==> src/rtl/pc_fetch.sv <==
// ---------------------------------------------------------------------------
// pc_fetch
// Program-counter and instruction-fetch front end. Holds the fetch PC, keeps
// at most one instruction-cache request outstanding, and buffers at most one
// fetched instruction (with its PC) for the IF/ID pipeline register. A Branch
// code from the pipeline controller redirects the PC and squashes any
// in-flight or buffered fetch.
//
// Ports
//   clk                  clock, rising edge
//   rst                  asynchronous active-low reset
//   ctrl_signal_pc_i     PC control: 00 run, 01 stall, 10 branch, 11 stall
//   ctrl_to_pc_new_i     redirect target (used only with branch)
//   icache_req_o         fetch request valid
//   icache_addr_o        fetch address (current PC)
//   icache_ready_i       cache accepts the request this cycle
//   icache_data_valid_i  one-cycle response strobe
//   icache_data_i        response instruction
//   if_valid_o           instruction valid to IF/ID
//   if_pc_o              PC of presented instruction
//   if_inst_o            presented instruction (NOP_INST when not valid)
//   if_ready_i           IF/ID accepts the presented instruction
//
// state | meaning
// IDLE  | one cycle after reset before the first request
// REQ   | request presented to the cache, waiting for acceptance
// WAIT  | request accepted, waiting for the response
// KILL  | request squashed by a redirect, waiting to discard its response
// OUT   | instruction buffered and presented to IF/ID
// ---------------------------------------------------------------------------
module pc_fetch #(
    parameter int                 ADDR_W   = 64,
    parameter int                 INST_W   = 32,
    parameter logic [ADDR_W-1:0]  RESET_PC = ADDR_W'(64'h0000_0000_8000_0000),
    parameter logic [INST_W-1:0]  NOP_INST = INST_W'(32'h0000_0013)
) (
    input  logic              clk,
    input  logic              rst,
    input  logic [1:0]        ctrl_signal_pc_i,
    input  logic [ADDR_W-1:0] ctrl_to_pc_new_i,
    output logic              icache_req_o,
    output logic [ADDR_W-1:0] icache_addr_o,
    input  logic              icache_ready_i,
    input  logic              icache_data_valid_i,
    input  logic [INST_W-1:0] icache_data_i,
    output logic              if_valid_o,
    output logic [ADDR_W-1:0] if_pc_o,
    output logic [INST_W-1:0] if_inst_o,
    input  logic              if_ready_i
);

    typedef enum logic [2:0] {
        ST_IDLE = 3'd0,
        ST_REQ  = 3'd1,
        ST_WAIT = 3'd2,
        ST_KILL = 3'd3,
        ST_OUT  = 3'd4
    } state_e;

    localparam logic [1:0] PC_RUN    = 2'b00;
    localparam logic [1:0] PC_BRANCH = 2'b10;

    state_e            state_q, state_d;
    logic [ADDR_W-1:0] pc_q, pc_d;
    logic              if_valid_q, if_valid_d;
    logic [ADDR_W-1:0] if_pc_q, if_pc_d;
    logic [INST_W-1:0] if_inst_q, if_inst_d;

    logic is_branch;
    logic is_run;

    assign is_branch = (ctrl_signal_pc_i == PC_BRANCH);
    assign is_run    = (ctrl_signal_pc_i == PC_RUN);

    always_ff @(posedge clk or negedge rst) begin
        if (!rst) begin
            state_q    <= ST_IDLE;
            pc_q       <= RESET_PC;
            if_valid_q <= 1'b0;
            if_pc_q    <= '0;
            if_inst_q  <= NOP_INST;
        end else begin
            state_q    <= state_d;
            pc_q       <= pc_d;
            if_valid_q <= if_valid_d;
            if_pc_q    <= if_pc_d;
            if_inst_q  <= if_inst_d;
        end
    end

    always_comb begin
        state_d    = state_q;
        pc_d       = pc_q;
        if_valid_d = if_valid_q;
        if_pc_d    = if_pc_q;
        if_inst_d  = if_inst_q;

        case (state_q)
            ST_IDLE: begin
                state_d = ST_REQ;
            end
            ST_REQ: begin
                // No request is issued in a redirect cycle; the new target is
                // requested from the following cycle.
                if (is_branch) begin
                    pc_d = ctrl_to_pc_new_i;
                end else if (is_run && icache_ready_i) begin
                    state_d = ST_WAIT;
                end
            end
            ST_WAIT: begin
                if (is_branch) begin
                    pc_d    = ctrl_to_pc_new_i;
                    state_d = icache_data_valid_i ? ST_REQ : ST_KILL;
                end else if (icache_data_valid_i) begin
                    // The cache cannot be held, so a stall still captures.
                    if_inst_d  = icache_data_i;
                    if_pc_d    = pc_q;
                    if_valid_d = 1'b1;
                    pc_d       = pc_q + ADDR_W'(4);
                    state_d    = ST_OUT;
                end
            end
            ST_KILL: begin
                if (is_branch) begin
                    pc_d = ctrl_to_pc_new_i;
                end
                if (icache_data_valid_i) begin
                    state_d = ST_REQ;
                end
            end
            ST_OUT: begin
                if (is_branch) begin
                    if_valid_d = 1'b0;
                    if_inst_d  = NOP_INST;
                    pc_d       = ctrl_to_pc_new_i;
                    state_d    = ST_REQ;
                end else if (is_run && if_ready_i) begin
                    if_valid_d = 1'b0;
                    if_inst_d  = NOP_INST;
                    state_d    = ST_REQ;
                end
            end
            default: begin
                state_d = ST_IDLE;
            end
        endcase
    end

    assign icache_req_o  = (state_q == ST_REQ) && is_run;
    assign icache_addr_o = pc_q;
    assign if_valid_o    = if_valid_q;
    assign if_pc_o       = if_pc_q;
    assign if_inst_o     = if_inst_q;

endmodule

==> config.mk <==
export PLATFORM = sky130hd
export DESIGN_NAME = pc_fetch
export DESIGN_NICKNAME = d
export VERILOG_FILES = /design/src/rtl/pc_fetch.sv
export SDC_FILE = /design/constraint.sdc
export NUM_CORES = 1
export LEC_CHECK = 0
export CAP_MARGIN = 20
export CELL_PAD_IN_SITES_DETAIL_PLACEMENT = 1
export CELL_PAD_IN_SITES_GLOBAL_PLACEMENT = 1
export CORE_MARGIN = 2
export CORE_UTILIZATION = 34
export CTS_BUF_LIST = sky130_fd_sc_hd__clkbuf_4 sky130_fd_sc_hd__clkbuf_8 sky130_fd_sc_hd__clkbuf_16
export CTS_CLUSTER_DIAMETER = 30
export DETAILED_ROUTE_END_ITERATION = 8
export PLACE_DENSITY_LB_ADDON = 0.1
export SKIP_CTS_REPAIR_TIMING = 1
export SYNTH_ARGS = -nofsm -noshare
export SYNTH_HDL_FRONTEND = slang
export SYNTH_SLANG_ARGS = --single-unit
==> constraint.sdc <==
create_clock -name clk -period 3.3 [get_ports clk]
set_input_delay 0.66 -clock clk [delete_from_list [all_inputs] [get_ports clk]]
set_output_delay 0.66 -clock clk [all_outputs]
set_load 0.01 [all_outputs]
# [Word level (Yosys, flattened, before mapping)]
# Cells that the tools add are included.
[op_classes] bitwise=1 eq_ne=13 mux=23 n_addsub=1 reduce_logical=12
[op_table] cell="$mux 64" count=3
[op_table] cell="$mux 32" count=4
[op_table] cell="$pmux 64 s2" count=1
[op_table] cell="$add 64x3->64 const B" count=1
[op_table] cell="$pmux 32 s2" count=1
[op_table] cell="$mux 3" count=7
[op_table] cell="$pmux 3 s5" count=1
[op_table] cell="$ne 2x2->1 const B" count=5
[op_table] cell="$eq 3x2->1 const B" count=2
[op_table] cell="$ne 3x3->1 const B" count=2
[op_table] cell="$reduce_and 3->1" count=2
[op_table] cell="$reduce_and 5->1" count=1
[op_table] cell="$mux 1" count=4
[op_table] cell="$reduce_and 4->1" count=1
[op_table] cell="$reduce_bool 2->1" count=2
[op_table] cell="$eq 3x1->1 const B" count=1
[op_table] cell="$eq 3x3->1 const B" count=1
[op_table] cell="$logic_and 1x1->1" count=3
[op_table] cell="$logic_not 3->1" count=1
[op_table] cell="$reduce_or 3->1" count=1
[op_table] cell="$eq 2x2->1 const B" count=1
[op_table] cell="$logic_not 2->1" count=1
[op_table] cell="$mux 2" count=1
[op_table] cell="$ne 2x1->1 const B" count=1
[op_table] cell="2 further kinds" count=2
[totals] input_bits=103 elab_cells=55 output_inout_bits=162 regBits=164

# [Depth between registers and ports, before layout]
[logic_depth] word_depth=5 ltp_mapped=9 depth_no_buf=7

# [Least setup slack after synthesis]
# OpenSTA, ideal clock, no wires.
[synth_path] path_kind="reg2reg" from="reg pc_q[2] (netlist: icache_addr_o[2])" to="reg pc_q[62] (netlist: icache_addr_o[62])" setup_ns=0.099 t_arrival_ns=2.713 required_ns=3.201 path_buffers=1 slack_ns=0.488 path_stages_with_launch=9 synth_period_minus_slack_ns=2.812 cell_sequence="dfrtp_1 > ha_1 > nand4_1 > or4_2 > buf_2 > nor4_4 > and4_1 > a311oi_1 > a311oi_1"
[synth_via] elab_chain_len=4
[synth_lines] element="start, declared" line_no="64" text="logic [ADDR_W-1:0] pc_q, pc_d;"
[synth_lines] element="start signal, assigned" line_no="84" text="pc_q <= pc_d;"
[synth_lines] element="$add 64x3->64" line_no="120" text="pc_d = pc_q + ADDR_W'(4);"
[synth_lines] element="$mux 64" line_no="115" text="end else if (icache_data_valid_i) begin"
[synth_lines] element="$mux 64" line_no="112" text="if (is_branch) begin"
[synth_lines] element="$pmux 64 s2" line_no="98" text="case (state_q)"
# Every way passes these cells. The select of a mux whose other input is x is not followed.
# A chain may end at the register's enable or synchronous reset.

# [Worst setup path in the final report]
[layout_path] from="reg pc_q[12] (netlist: icache_addr_o[12])" to="reg pc_q[63] (netlist: icache_addr_o[63])"
# The elaborated chain is that of the path after synthesis.

==> impl_metrics.yaml <==
floorplan:
  initial_core_util_pct: 34.5
  die_x_um: 156
  core_area_mm2: 0.0226
  rows: 55
  die_h_um: 156
  pin_count: 265
  fp.dieArea_mm2: 0.0242
sta:
  relSlewSlack_pct: 52.6
  fin_crit_ns: 2.86
  setup_viol: 0
  fmax_mhz: 350
  tns_ns: 0
  finalHoldViolCount: 0
  rsz0062_at_grt: "no"
  holdWs_ns: 0.241
  tightest_slew_ns: 0.711
  period_share_pct: 86.6
  report.final.slew_viol_count: 0
  clock_skew_ns: 0.0107
drt:
  firstDrtPassIters: 4
  drt_wl_total_um: 29100
  dr.first_iter.drc_count: 276
  ant_nets: 0
  vias: 7764
  routedWlPerCell_um: 20.3
  avgViaCountPerCell: 5.42
  drcViolationCount: 0
yosys:
  synth_mux_area_share_pct: 0.288
  synth_compound_area_share_pct: 19.5
  synth_fa_ha_area_share_pct: 0.160
  synth_top_family_by_area: "simple AND/OR/NAND/NOR gates"
  synth_warnings: 0
  synth.distinct_cells: 57
  yosysTopAreaCell: "dfrtp_1"
  seq_area_frac_synth_pct: 52.6
  synth-edff-count: 0
  synth_nets: 985
  synth_ff_type: "dfrtp_1"
  synth_xor_area_share_pct: 0
  syn_inst: 881
  synth_area_per_cell_um2: 8.87
  synth_top_area_share_pct: 51.2
  synth-simple-area-share_pct: 23.7
  ys_ff_latch: 164
  syn_area_mm2: 0.00782
  synth_area_leaders: "dfrtp_1 51%, nand2_1 11%, a21oi_1 4.9%"
  async_reset_ff_share_pct: 100
pwr:
  power_density_mw_per_mm2: 972
  switchingPower_w: 0.00445
  p_leak_nw: 4.97
  power.share.switching_pct: 39.8
  peakVddDrop_mv: 0.493
  internal_power_w: 0.00675
  power_frac_clock_pct: 17.6
  pwr-share-seq_pct: 35.4
  pwr-share-comb_pct: 47.0
finish:
  final_nets: 1239
  drive_above_1_share_pct: 7.93
  antennaDiodeCount: 0
  syn_to_final_growth_pct: 47.4
place:
  place.gp.congestion: 0.801
  io_buffer_count: 264
  dp_hpwl_um: 20700
critical_path:
  critPathCaptureType: "register"
  rr_endpoint: "icache_addr_o[63]"
  reg2reg_from: "icache_addr_o[12]"
  path_common_cell: "or4_1"
  path_depth: 6
  critical_path.top_delay_family: "simple AND/OR/NAND/NOR gates"
  crit_path_max_fanout: 8
  startpoint: "icache_addr_o[12]"
  slowest_delay_ns: 0.71
  worst-path-buf-inv: 0
  critPathCapture: "icache_addr_o[63]"
  worstPathRequired_ns: 3.59
  rrSetupSlack_ns: 0.44
  cp.arrival_ns: 3.15
  slowest_stage: "or4_1"
  crit_type: "register to register"
  worstPathCellList: "nand3_2, or4_1, or4_1, or4_4, nand3_1, o311ai_2"
  reg2reg_depth: 6
  start_kind: "register"
cts:
  root_buffer: "clkbuf_16"
  htreeDepth: 4
  cts_buffer_depth: 2
  cts.sinks: 164
  worstSkewPairLatency_ns: 0.43
  path_clk_slew_ns: 0.07
  cts_tree: "yes"
  cts_inserted_buffers: 17
job:
  maxCapViolations: 0
global_routing:
  grt_pass1_wl_um: 45400
  grt_pass1_vias: 8065
  antenna_found_initial: 2
  grt_max_degree: 73
  overflow: 0
  track_usage_pct: 23.9
run_status:
  status: "completed"
worst_hold_path:
  hold_path.class: "input port to async pin"
## cells in the mapped netlist, types with 4 or more instances
master,number
dfstp_2,4
o22a_1,6
nand4_1,24
nor4_1,6
a21oi_1,76
a31oi_1,8
nor2_1,38
o22ai_1,25
a311oi_1,5
a2bb2oi_1,11
a22o_1,29
or3_1,10
nand3_1,28
o21ai_0,40
nor3_1,25
clkbuf_1,52
and2_1,4
and4_1,5
o21a_1,4
and3_1,17
nand2_1,225
buf_1,6
inv_1,16
a211oi_1,5
dfrtp_1,160
## cells in the final DEF (no fill, tap or decap), drive strengths merged, types with 29 or more instances in the layout
cell type / instances
nand2: 225
a21oi: 76
nor2: 38
nand3: 29
a22o: 29
clkdlybuf4s50: 263
dfrtp: 160
buf: 34
o21ai: 40
## per-stage QoR
stage                     utilization (%)  power (W)  setup slack, ns  std cells  area [um2]
after floorplan                         -    0.00616            0.488        881        7820
after global placement               48.4    0.00913            0.374       1401       11000
after detailed placement             48.4    0.00927            0.356       1401       11000
after CTS                            50.9     0.0113            0.433       1433       11500
after global routing                 50.9     0.0119            0.299       1433       11500
final                                50.9     0.0112            0.441       1433       11500
## state kept, by name, indices dropped and copies added (netlist names)
register and flops:
icache_addr_o 64, if_inst_o 32, if_pc_o 64, if_valid_o 1
state_q 3
## worst min path at each step
stage	from	to	slack, ns	cells after the start
floorplan	rst	icache_addr_o[0]	0.36	0
global placement	if_inst_o[4]	if_inst_o[4]	0.45	2
detailed placement	if_inst_o[0]	if_inst_o[0]	0.45	2
CTS	rst	if_inst_o[5]	0.27	1
global route	rst	if_inst_o[5]	0.28	1
finish	rst	if_inst_o[5]	0.24	1
## cell type report
type / instances / area, um2
clock buffer: 19 / 447
clock inverter: 13 / 125
fill: 2550 / 11100
inverter: 16 / 60.1
multi-input combinational: 639 / 3450
sequential: 164 / 4110
tap: 285 / 357
timing repair buffer: 297 / 2980
## layer usage
metal  up-vias  wire, um  track usage, %
li1       3653         -               -
met4         0       588            6.73
met2       202     14500            41.5
met5         -         0               0
met1      3868     12500            29.6
met3        41      1470            5.78
## power groups by stage
stage	Combinational [W]	Clock (W)	Sequential, W
final	0.00526	0.00197	0.00396
after detailed placement	0.00529	0	0.00398
after global routing	0.00571	0.00210	0.00411
after floorplan	0.00199	0	0.00416
after global placement	0.00517	0	0.00396
after CTS	0.00532	0.00202	0.00397
## kinds of logic (layout without fill, tap and decap cells)
| family | Yosys count | count (layout) |
|---|---|---|
| buf+inv | 78 | 345 |
| simple gates | 402 | 402 |
| compound gates | 234 | 234 |
| mux | 2 | 2 |
| fa+ha+maj | 1 | 1 |
| flops | 164 | 164 |
Power figures use the tool's default switching activity.
